==> src/rtl/unidade_controle.sv <==
// Multi-cycle control unit: accepts instruction words and sequences DECODE/EXEC/WRITE for the BLOCO datapath.
// Optional build macro INSTR_COUNT_EN adds a 16-bit completed-instruction counter output (instr_count).
//
// state  | meaning
// IDLE   | ready for a new word; selects hold their last value
// DECODE | word latched; Sel_SA/Sel_SB/controleOperacao driven
// EXEC   | operands held stable; Sel_SC driven with rd
// WRITE  | Hab_Escrita (ALU op) or reset_Flags (CLRF) pulses for one cycle
module unidade_controle #(
    parameter int bits_palavra  = 16,
    parameter int end_registros = 2,
    parameter int bits_op       = 5
) (
    input  logic                     clk,
    input  logic                     reset_n,
    input  logic [bits_palavra-1:0]  instr,
    input  logic                     instr_valid,
    output logic                     instr_ready,
    output logic                     Hab_Escrita,
    output logic [end_registros-1:0] Sel_SA,
    output logic [end_registros-1:0] Sel_SB,
    output logic [end_registros-1:0] Sel_SC,
    output logic [bits_op-1:0]       controleOperacao,
    output logic                     reset_Flags,
    output logic                     busy
`ifdef INSTR_COUNT_EN
    ,
    output logic [15:0]              instr_count
`endif
);

    localparam int RD_MSB = bits_palavra - bits_op - 1;
    localparam int RA_MSB = RD_MSB - end_registros;
    localparam int RB_MSB = RA_MSB - end_registros;

    localparam logic [bits_op-1:0] OP_NOP  = '1;
    localparam logic [bits_op-1:0] OP_CLRF = {{(bits_op-1){1'b1}}, 1'b0};

    typedef enum logic [1:0] {IDLE, DECODE, EXEC, WRITE} state_t;

    state_t                     state_q, state_d;
    logic [bits_op-1:0]         ir_op;
    logic [end_registros-1:0]   ir_rd;
    logic                       accept;

    // Low instruction bits are don't-care by definition of the encoding.
    logic unused_instr;
    assign unused_instr = &{1'b0, instr};

    always_ff @(posedge clk or negedge reset_n) begin
        if (!reset_n) state_q <= IDLE;
        else          state_q <= state_d;
    end

    always_comb begin
        state_d     = state_q;
        instr_ready = 1'b0;
        Hab_Escrita = 1'b0;
        reset_Flags = 1'b0;
        accept      = 1'b0;
        case (state_q)
            IDLE: begin
                instr_ready = 1'b1;
                if (instr_valid) begin
                    accept  = 1'b1;
                    state_d = DECODE;
                end
            end
            DECODE: state_d = EXEC;
            EXEC:   state_d = WRITE;
            WRITE: begin
                if (ir_op == OP_CLRF)     reset_Flags = 1'b1;
                else if (ir_op != OP_NOP) Hab_Escrita = 1'b1;
                state_d = IDLE;
            end
            default: state_d = IDLE;
        endcase
    end

    assign busy = (state_q != IDLE);

    // Operand selects load together with the instruction register so they are valid throughout DECODE.
    always_ff @(posedge clk or negedge reset_n) begin
        if (!reset_n) begin
            ir_op            <= '0;
            ir_rd            <= '0;
            Sel_SA           <= '0;
            Sel_SB           <= '0;
            Sel_SC           <= '0;
            controleOperacao <= '0;
        end else begin
            if (accept) begin
                ir_op            <= instr[bits_palavra-1 -: bits_op];
                ir_rd            <= instr[RD_MSB -: end_registros];
                Sel_SA           <= instr[RA_MSB -: end_registros];
                Sel_SB           <= instr[RB_MSB -: end_registros];
                controleOperacao <= instr[bits_palavra-1 -: bits_op];
            end
            if (state_q == DECODE) Sel_SC <= ir_rd;
        end
    end

`ifdef INSTR_COUNT_EN
    always_ff @(posedge clk or negedge reset_n) begin
        if (!reset_n)               instr_count <= 16'd0;
        else if (state_q == WRITE)  instr_count <= instr_count + 16'd1;
    end
`endif

endmodule

==> config.mk <==
export PLATFORM = sky130hd
export DESIGN_NAME = unidade_controle
export DESIGN_NICKNAME = d
export VERILOG_FILES = /design/src/rtl/unidade_controle.sv
export SDC_FILE = /design/constraint.sdc
export NUM_CORES = 1
export LEC_CHECK = 0
export ABC_CLOCK_PERIOD_IN_PS = 2000
export CORE_AREA = 2 2 48 50
export DETAILED_ROUTE_END_ITERATION = 10
export DIE_AREA = 0 0 50 52
export PLACE_DENSITY = 0.68
export SLEW_MARGIN = 20
export SYNTH_ARGS = -nofsm -noshare
export SYNTH_HDL_FRONTEND = slang
export SYNTH_SLANG_ARGS = --single-unit
==> constraint.sdc <==
create_clock -name clk -period 2 [get_ports clk]
set_input_delay 0.5 -clock clk [delete_from_list [all_inputs] [get_ports clk]]
set_output_delay 0.5 -clock clk [all_outputs]
set_load 0.005 [all_outputs]
==> flow_summary.yaml <==
status:
  status: "finished, final reports clean"
synthesis:
  ys.warnings.count: 0
  netlist_area_um2: 688.2
  synth_seq_cells: 15
  synthCells: 45
  seq_area_frac_synth_pct: 54.55
  synth_cell_types: 13
  avgSynthCellArea_um2: 15.29
  syn-num-nets: 68
pwr:
  p_leak_nw: 0.5098
  switching_share_pct: 28.45
  ir_worst_vdd_v: 0.0005150
  p_seq_share_pct: 36.2
  p_switching_uw: 445.1
  power_density_mw_per_mm2: 1468
  clockPowerShare_pct: 10.7
  p_int_mw: 1.120
  combinationalPowerShare_pct: 53.1
  power_mw: 1.565
cells_and_area:
  final_nets: 104
  diodes: 0
  drive_gt1_share_pct: 32.50
  regArea_um2: 375.4
  fin_util_pct: 50.62
  fillers: 187
  multi_input_area_um2: 302.8
  synthToLayoutAreaGrowth_pct: 54.91
  fin_area_mm2: 0.001066
sta:
  finClkSkew_ns: 0.005852
  hold_viol: 0
  setup_tns_ns: 0
  slew_headroom_pct: 73.86
  min_period_over_period_pct: 98.74
  finalMaxSlewViolations: 0
  tightestPinTransition_ns: 0.3907
  grt_setup_unrepaired: "yes"
  finalSetupViolCount: 0
  final_critical_path_setup_slack_ns: 0.02526
  fmax_mhz: 506.4
  finalCriticalPeriod_ns: 1.975
global_route:
  grt-ovfl-total: 0
  grt_pass1_vias: 483
  antenna_found_initial: 0
  grt_pass1_wl_um: 2228
  grt_max_degree: 16
  grt_usage_pct: 11.61
route:
  vias_per_cell: 4.306
  post-route-drc-count: 0
  first_iter_violations: 6
  dr.pass1.iters: 4
  dr_total_vias: 465
  wl_per_cell_um: 12.24
  routed_wirelength_um: 1322
  ant_nets: 0
floorplan:
  die_w_um: 50
  num_rows: 17
  dieHeight_um: 52
  initial_core_util_pct: 32.68
  io_pins: 34
  die_area_mm2: 0.002600
  coreArea_mm2: 0.002106
critical_path:
  cp_max_fo: 3
  cp_top_family: "buffers and inverters"
  reg2reg_slack_ns: 0.55
  crit_chain: "ha_1 -> and2_1 -> clkdlybuf4s50_1"
  cp.required_ns: 1.50
  arrival_ns: 1.47
  cp-end-kind: "output port"
  critPathKind: "reg2out"
  worst_setup_path_start_kind: "flip-flop"
  critPathSlowestCell: "clkdlybuf4s50_1"
  cpPeakStageDelay_ns: 0.44
  cp_num_buf_inv: 1
placement:
  hpwl_um: 909
  dp_slack_ns: 0.1834
  dpl_cell_area_um2: 999.7
  io_buffers: 28
  globalplace.congestion: 0.5950
clock_network:
  clk_pin_slew_ns: 0.09
  ctsHoldBuffers: 0
  clock-root-buffer: "clkbuf_4"
  cts_sinks: 15
  worst_skew_pair.late_latency_ns: 0.28
  cts_tree: "yes"
  cts_buffers: 3
  h-tree-depth: 1
  cts_buffer_depth: 2
worst_hold_path:
  hp-class: "reg2reg"
run:
  drv_cap: 0
==> cells in the final DEF (no fill, tap or decap) <==
cell type and count:
dlygate4sd2_1 1, nor3b_1 1, buf_4 4, mux2_4 10
inv_2 2, clkinv_2 1, a21oi_1 1, and2_1 1
clkbuf_4 3, inv_1 1, dlymetal6s2s_1 2, nand2_2 1
clkdlybuf4s50_1 25, nand4_1 1, nand2b_1 1, ha_4 1
mux2_2 4, ha_1 3, nor2_1 2, dfrtp_1 15
==> cell usage after synthesis (all sizes together) <==
cell	number	area share, %
nand2b	1	0.91
ha	4	7.3
nor2	2	1.1
and2	1	0.91
nor3b	1	1.1
a21oi	1	0.73
dfrtp	15	55
nand4	1	0.91
mux2	14	28
buf	1	1.6
inv	3	1.6
nand2	1	0.91
==> sequential cells by signal, summed over array words and instances, names as in the netlist <==
| signal | flops |
|---|---|
| state_q | 2 |
| ir_op | 5 |
| Sel_SB | 2 |
| ir_rd | 2 |
| Sel_SA | 2 |
| Sel_SC | 2 |
==> through the flow <==
| stage | hold WS (ns) | cells |
|---|---|---|
| 2_1_floorplan | 0.2044 | 45 |
| 3_3_place_gp | 0.4840 | 101 |
| 3_5_place_dp | 0.4909 | 101 |
| 4_1_cts | 0.5164 | 107 |
| 5_1_grt | 0.5361 | 108 |
| 6_report | 0.5143 | 108 |
==> routing by layer <==
metal / up-vias / routed length, um / global-route usage (%)
li1: 221 / - / -
met1: 221 / 595 / 14.03
met2: 21 / 604 / 18.86
met3: 2 / 109 / 3.448
met4: 0 / 13 / 5.556
met5: - / 0 / 0
==> worst paths after layout <==
path / from / to / depth (start not counted)
worst min-delay path: ir_rd[1] / Sel_SC[1] / 1
min in group asynchronous: reset_n / ir_rd[0] / 2
worst max register to register: state_q[1] / ir_rd[1] / 4
worst min register to register: ir_rd[1] / Sel_SC[1] / 1
worst max-delay path: state_q[0] / Hab_Escrita / 3
max in group asynchronous: reset_n / ir_op[2] / 2
==> layout make-up <==
class | instances | share of cell area, %
clock buffer | 3 | 2.113
clock inverter | 1 | 0.4695
inverter | 3 | 1.056
multi-input combinational | 26 | 28.40
sequential | 15 | 35.21
tap | 28 | 3.286
timing repair buffer | 32 | 29.46
==> what timing repair did <==
item,4_1_cts,5_1_grt
pin swaps,0,1
hold endpoints to repair,0,0
setup endpoints to repair,3,3
buffers inserted,2,1
gates resized for setup,5,2
==> cell families (layout without fill, tap and decap cells) <==
logic type	count (synthesis)	after routing	share of synthesized area [%]
compound gates	1	1	0.7266
simple gates	7	7	5.821
fa+ha+maj	4	4	7.273
flops	15	15	54.55
mux	14	14	28.36
buf+inv	4	39	3.272
==> power groups by stage <==
stage / Sequential (mW) / Combinational [mW] / Clock (mW)
3_3_place_gp: 0.563 / 0.757 / 0
5_1_grt: 0.591 / 0.906 / 0.194
2_1_floorplan: 0.569 / 0.392 / 0
4_1_cts: 0.566 / 0.830 / 0.174
6_report: 0.567 / 0.830 / 0.168
3_5_place_dp: 0.572 / 0.763 / 0
==> worst register-to-register path, stage by stage, from the launching register on <==
cell and delay, ns:
dfrtp_1 0.41, inv_2 0.07, ha_4 0.18, nand2_2 0.30, mux2_2 0.38
(Power assumes the default switching activity.)
